[config.mk]
export PLATFORM = sky130hd
export DESIGN_NAME = hk_mash_111
export DESIGN_NICKNAME = d
export VERILOG_FILES = /design/src/rtl/hk_mash_pkg.sv /design/src/rtl/hk_efm1_stage.sv /design/src/rtl/hk_mash_111.sv
export SDC_FILE = /design/constraint.sdc
export NUM_CORES = 1
export LEC_CHECK = 0
export CAP_MARGIN = 20
export CORE_UTILIZATION = 59
export DETAILED_ROUTE_END_ITERATION = 7
export HOLD_SLACK_MARGIN = 0.12
export PLACE_DENSITY = 0.82
export REMOVE_ABC_BUFFERS = 1
export SLEW_MARGIN = 20
export SYNTH_ARGS = -nofsm -noshare
export SYNTH_HDL_FRONTEND = slang
export SYNTH_SLANG_ARGS = --single-unit
[constraint.sdc]
create_clock -name clk -period 7.24 [get_ports clk]
set_input_delay 1.448 -clock clk [delete_from_list [all_inputs] [get_ports clk]]
set_output_delay 1.448 -clock clk [all_outputs]
set_load 0.1 [all_outputs]
[src/rtl/hk_mash_pkg.sv]
// Shared constants for the HK-MASH 1-1-1 modulator: output width, output range, dither LFSR.
// The LFSR items are only used when HK_MASH_DITHER_EN is defined.
package hk_mash_pkg;

  localparam int Y_W   = 4;
  localparam int Y_MIN = -3;
  localparam int Y_MAX = 4;

  localparam int              LFSR_W     = 15;
  localparam logic [LFSR_W-1:0] LFSR_SEED  = 15'h1;
  localparam int              LFSR_TAP_A = 14;
  localparam int              LFSR_TAP_B = 13;

  // Fibonacci step for x^15 + x^14 + 1
  function automatic logic [LFSR_W-1:0] lfsr_next(input logic [LFSR_W-1:0] s);
    return {s[LFSR_W-2:0], s[LFSR_TAP_A] ^ s[LFSR_TAP_B]};
  endfunction

endpackage

[src/rtl/hk_efm1_stage.sv]
// One first-order error-feedback accumulator stage with optional feedback gain on its own
// delayed carry (HK stage) and a one-LSB dither input.
module hk_efm1_stage #(
  parameter int WIDTH   = 20,
  parameter int FB_GAIN = 0
) (
  input  logic             clk,
  input  logic             rst_n,
  input  logic [WIDTH-1:0] in_i,
  input  logic             fb_i,
  input  logic             dith_i,
  output logic             carry_o,
  output logic [WIDTH-1:0] e_d_o,
  output logic [WIDTH-1:0] e_q_o
);

  logic [WIDTH-1:0] e_q;
  logic [WIDTH+1:0] s_sum;
  logic [WIDTH+1:0] fb_term;

  // Two guard bits keep the HK term and dither from wrapping the sum
  always_comb begin
    fb_term = fb_i ? (WIDTH+2)'(FB_GAIN) : '0;
    s_sum   = {2'b00, in_i} + {2'b00, e_q} + fb_term + {{(WIDTH+1){1'b0}}, dith_i};
  end

  assign carry_o = |s_sum[WIDTH+1:WIDTH];
  assign e_d_o   = s_sum[WIDTH-1:0];
  assign e_q_o   = e_q;

  always_ff @(posedge clk or negedge rst_n) begin
    if (!rst_n) begin
      e_q <= '0;
    end else begin
      e_q <= e_d_o;
    end
  end

endmodule

[src/rtl/hk_mash_111.sv]
// HK-MASH 1-1-1 delta-sigma modulator: three rippled stages, carry delay line, noise-cancelling
// sum and optional output register. Define HK_MASH_DITHER_EN to add a 1-LSB LFSR dither to stage 1.
module hk_mash_111
  import hk_mash_pkg::*;
#(
  parameter int WIDTH   = 20,
  parameter int A_GAIN  = 2,
  parameter int OUT_REG = 1
) (
  input  logic                  clk,
  input  logic                  rst_n,
  input  logic [WIDTH-1:0]      x_i,
  output logic signed [Y_W-1:0] y_o,
  output logic [WIDTH-1:0]      e_o
);

  logic [WIDTH-1:0] st_in   [3];
  logic [WIDTH-1:0] st_e_d  [3];
  logic [WIDTH-1:0] st_e_q  [3];
  logic             st_fb   [3];
  logic             st_dith [3];
  logic             st_carry[3];

  logic c1_q, c2_q, c3_q, c3_qq;
  logic dith;
  logic signed [Y_W-1:0] y_d;

`ifdef HK_MASH_DITHER_EN
  logic [LFSR_W-1:0] lfsr_q;

  always_ff @(posedge clk or negedge rst_n) begin
    if (!rst_n) begin
      lfsr_q <= LFSR_SEED;
    end else begin
      lfsr_q <= lfsr_next(lfsr_q);
    end
  end

  assign dith = lfsr_q[0];
`else
  assign dith = 1'b0;
`endif

  genvar gi;
  generate
    for (gi = 0; gi < 3; gi++) begin : g_stage
      if (gi == 0) begin : g_first
        assign st_in[gi]   = x_i;
        assign st_fb[gi]   = c1_q;
        assign st_dith[gi] = dith;
      end else begin : g_chain
        assign st_in[gi]   = st_e_d[gi-1];
        assign st_fb[gi]   = 1'b0;
        assign st_dith[gi] = 1'b0;
      end

      hk_efm1_stage #(
        .WIDTH   (WIDTH),
        .FB_GAIN ((gi == 0) ? A_GAIN : 0)
      ) u_stage (
        .clk     (clk),
        .rst_n   (rst_n),
        .in_i    (st_in[gi]),
        .fb_i    (st_fb[gi]),
        .dith_i  (st_dith[gi]),
        .carry_o (st_carry[gi]),
        .e_d_o   (st_e_d[gi]),
        .e_q_o   (st_e_q[gi])
      );
    end
  endgenerate

  always_ff @(posedge clk or negedge rst_n) begin
    if (!rst_n) begin
      c1_q  <= 1'b0;
      c2_q  <= 1'b0;
      c3_q  <= 1'b0;
      c3_qq <= 1'b0;
    end else begin
      c1_q  <= st_carry[0];
      c2_q  <= st_carry[1];
      c3_q  <= st_carry[2];
      c3_qq <= c3_q;
    end
  end

  // y = c1 + (1 - z^-1) c2 + (1 - z^-1)^2 c3, modulo 2^Y_W two's complement
  always_comb begin
    y_d = $signed({3'b000, st_carry[0]})
        + $signed({3'b000, st_carry[1]}) - $signed({3'b000, c2_q})
        + $signed({3'b000, st_carry[2]}) - $signed({2'b00, c3_q, 1'b0})
        + $signed({3'b000, c3_qq});
  end

  generate
    if (OUT_REG != 0) begin : g_out_reg
      logic signed [Y_W-1:0] y_q;

      always_ff @(posedge clk or negedge rst_n) begin
        if (!rst_n) begin
          y_q <= '0;
        end else begin
          y_q <= y_d;
        end
      end

      assign y_o = y_q;
    end else begin : g_out_comb
      assign y_o = y_d;
    end
  endgenerate

  assign e_o = st_e_q[2];

endmodule

==> metrics.md <==
| Metric | Value |
|---|---|
| Run status | finished, violations left |
| Violated checks | setup timing |
| Number of global-route vias before repair | 4,732 |
| Ports | 46 |
| Commonest cells post-synth | sky130_fd_sc_hd__ha_1, sky130_fd_sc_hd__dfrtp_1, sky130_fd_sc_hd__a21oi_1 |
| Type of the tightest min-delay check | flip-flop to flip-flop |
| Antenna violation net count after detailed routing | 0 |
| Synth area leader | sky130_fd_sc_hd__dfrtp_1 |
| Starting density of the core | 61.1% |
| Crit share post-route | 101% |
| Die X | 94.3 um |
| Cell area after layout | between 6000 and 7000 um^2 |
| Wire length of the first global-routing pass | 21,900 um |
| F_max | 0.137 GHz |
| CTS Hold Bufs | 0 |
| Maximum number of pins on one net before global-route repair | 69 |
| Most frequent cell after synthesis | sky130_fd_sc_hd__ha_1 |
| Number of storage elements in the synthesis netlist | a little under 70 |
| Reg clk slew, reported paths | 70 ps |
| CTS tree | built |
| N_diodes | 0 |
| Number of warnings reported in the yosys synthesis log | 0 |
| Number of antenna violations at the first check in global routing | 0 |
| CP Data Arrival Time | 7620 ps |
| Crit path kind | primary input to flip-flop |
| Part of the Yosys area used for sequential elements | 33.9% |
| Post-synth top flop | sky130_fd_sc_hd__dfrtp_1 |
| Average routed wire per standard cell | 22.1 um |
| Min cycle time layout | around 7300 ps |
| Final routed wirelength across all metal layers | 17,200 um |
| Cell type of the slowest stage on the worst timing path | sky130_fd_sc_hd__a311o_1 |
| Layout Skew | 9.62 ps |
| Root buffer cell | sky130_fd_sc_hd__clkbuf_8 |
| Estimated wirelength of the detail-placed design | 9150 um |
| Synthesized area per cell | just under 10 um^2 |
| Share of synthesized registers carrying an async set or reset | 100% |
| Die span in y | 94.3 um |
| Total standard cell area after synthesis | 5020 um^2 |
| Final weighted congestion of routability-driven global placement | 0.908 |
| # DRC | 0 |
| Quantity of I/O buffers inserted on ports | 45 |
| Sort of element at the end of the critical path | flip-flop |
| Required time of the critical path | around 7500 ps |
| Highest cell delay on the worst timing path | 450 ps |
| Unique cell type count in the Yosys netlist | 65 |
| Fill cells | 406 |
| Area share of the largest cell type after synthesis | 33.9% |
| Post-synthesis cell count | 520 |
| Startpoint kind of the worst setup timing path | primary input |
| Detailed Route Iter0 Violations | 619 |
| Vias | approximately 5,000 |
| CTS sink cnt | slightly below 70 |
| Share of final-layout standard cells stronger than drive strength 1 | 25.7% |
| Placeable Area | 8220 um^2 |
| Pre-Repair DR Iteration Count | 6 |
| Relative max-transition margin | 33.2% |
| Synthesis-to-layout area growth | 36.6% |
| Placement-stage cell area | a little over 6000 um^2 |
| Total Routing Usage GR | 32.1% |
| Number of enable-type register cells in the synthesized netlist | 0 |
| Post-Route Hold Slack | 449 ps |
| Rows | 33 |
| Vias per Instance | 6.55 |
| CTS Buffer Depth | 2 |
| Finish-stage setup viols | 4 |
| Die area | 8880 um^2 |
| Number of failing hold endpoints at the final stage | 0 |
| Number of max-slew violations in the final report | 0 |
| Overall overflow remaining after global route | 0 |
| Deepest level of the CTS H-tree | 3 |
| Top cells by area, synth | sky130_fd_sc_hd__dfrtp_1, sky130_fd_sc_hd__ha_1, sky130_fd_sc_hd__xnor2_1, sky130_fd_sc_hd__a21oi_1, sky130_fd_sc_hd__xor2_1 |
| Final worst-path setup slack | -84.5 ps |
| # Max-Cap Violations | 0 |
| Number of buffers created by CTS | 9 |
| Least-Margin Pin Slew | 999 ps |
| Maximum net fanout on the critical path | 5 |
| Layout net count | 767 |
| Clock network latency to the later pin of the worst-skew pair | around 370 ps |
-- cells by family (layout without fill, tap and decap cells) --
logic type,Yosys count,count (layout),share of synthesized area [%]
AO/OA/AOI/OAI,148,148,19.3
XOR/XNOR,63,63,11.0
adder cells (fa/ha/maj),74,74,19.2
buffers and inverters,33,189,2.82
flip-flops,68,68,33.9
multiplexers,2,2,0.449
AND/OR/NAND/NOR,132,132,13.4
-- final timing paths --
path | slack, ps | cells past startpoint | endpoint | start
setup / recovery | -80 | 28 | y_o[2]$_DFF_PN0_ | x_i[0]
hold / removal | 450 | 0 | c3_qq$_DFF_PN0_ | c3_q$_DFF_PN0_
setup reg to reg | 730 | 27 | y_o[2]$_DFF_PN0_ | g_stage[0].u_stage.e_q_o[0]$_DFF_PN0_
hold reg to reg | 450 | 0 | c3_qq$_DFF_PN0_ | c3_q$_DFF_PN0_
max in group asynchronous | 5350 | 2 | g_stage[2].u_stage.e_q_o[15]$_DFF_PN0_ | rst_n
min in group asynchronous | 1240 | 2 | g_stage[0].u_stage.e_q_o[19]$_DFF_PN0_ | rst_n
-- worst max-delay path: cells and delay by family --
| family | cells | cell delay (ps) |
|---|---|---|
| xor gates and xnor gates | 4 | 850 |
| AOI/OAI and AO/OA | 12 | 2700 |
| adders and majority gates | 6 | 1700 |
| and+or+nand+nor | 2 | 380 |
| buffers and inverters | 4 | 520 |
-- layout by cell type (no fill, tap or decap), types with 4 or more instances in the layout --
master | synthesis | layout
sky130_fd_sc_hd__buf_4 | 0 | 100
sky130_fd_sc_hd__dfrtp_1 | 68 | 68
sky130_fd_sc_hd__ha_1 | 69 | 59
sky130_fd_sc_hd__nor2_1 | 42 | 41
sky130_fd_sc_hd__clkdlybuf4s50_1 | 0 | 41
sky130_fd_sc_hd__a21oi_1 | 53 | 40
sky130_fd_sc_hd__xnor2_1 | 40 | 35
sky130_fd_sc_hd__inv_1 | 28 | 26
sky130_fd_sc_hd__nand2_1 | 24 | 23
sky130_fd_sc_hd__xor2_1 | 23 | 22
sky130_fd_sc_hd__o21ai_0 | 19 | 16
sky130_fd_sc_hd__a21o_1 | 16 | 16
sky130_fd_sc_hd__nand3_1 | 14 | 13
sky130_fd_sc_hd__nor3_1 | 15 | 13
sky130_fd_sc_hd__a21oi_2 | 1 | 13
sky130_fd_sc_hd__clkbuf_8 | 0 | 11
sky130_fd_sc_hd__o21a_1 | 10 | 10
sky130_fd_sc_hd__o21bai_1 | 8 | 8
sky130_fd_sc_hd__ha_4 | 0 | 7
sky130_fd_sc_hd__nor3b_1 | 5 | 5
sky130_fd_sc_hd__xnor2_2 | 0 | 5
sky130_fd_sc_hd__a211o_1 | 4 | 4
sky130_fd_sc_hd__o21ai_1 | 3 | 4
sky130_fd_sc_hd__a31oi_1 | 4 | 4
sky130_fd_sc_hd__nand2b_1 | 4 | 4
sky130_fd_sc_hd__clkbuf_1 | 1 | 4
-- layer usage --
metal  GRT usage (%)  share of wire [%]  vias up  wire, um
met5               0                  0        -         0
met4            13.5                6.7        0      1150
met3            4.53                7.9      130      1370
met2            55.7                 48      350      8310
met1            39.6                 37     2441      6400
li1                -                  -     2192         -
-- layout make-up --
type	count	area, um^2	share of cell area [%]
inverter	28	105	1.53
timing repair buffer	145	1200	17.5
clock buffer	15	166	2.43
tap	105	131	1.92
multi-input combinational	419	3520	51.3
sequential	68	1700	24.8
clock inverter	1	30.0	0.438
-- flip-flops by register name, summed over array words and instances, names as in the netlist --
signal                 cells
c3_qq                      1
y_o                        4
c3_q                       1
c2_q                       1
g_stage.u_stage.e_q_o     60
c1_q                       1
-- what timing repair did --
item	in CTS	in global routing
pin swaps	15	34
setup endpoints to repair	5	8
buffers inserted	8	5
gates resized for setup	15	50
-- per-stage QoR --
stage	worst slack [ps]	cells	util, %	TNS (ps)
6_report	-84.5	781	83.5	-200
5_1_grt	-301	781	83.5	-1010
4_1_cts	0.613	776	79.5	0
3_5_place_dp	-649	752	75.6	-3040
3_3_place_gp	-404	752	75.6	-1660
2_1_floorplan	-4.63	515	-	-4.63
Power is not shown: default switching activity piles up to over one toggle a cycle in this logic, so the estimate is an artifact.
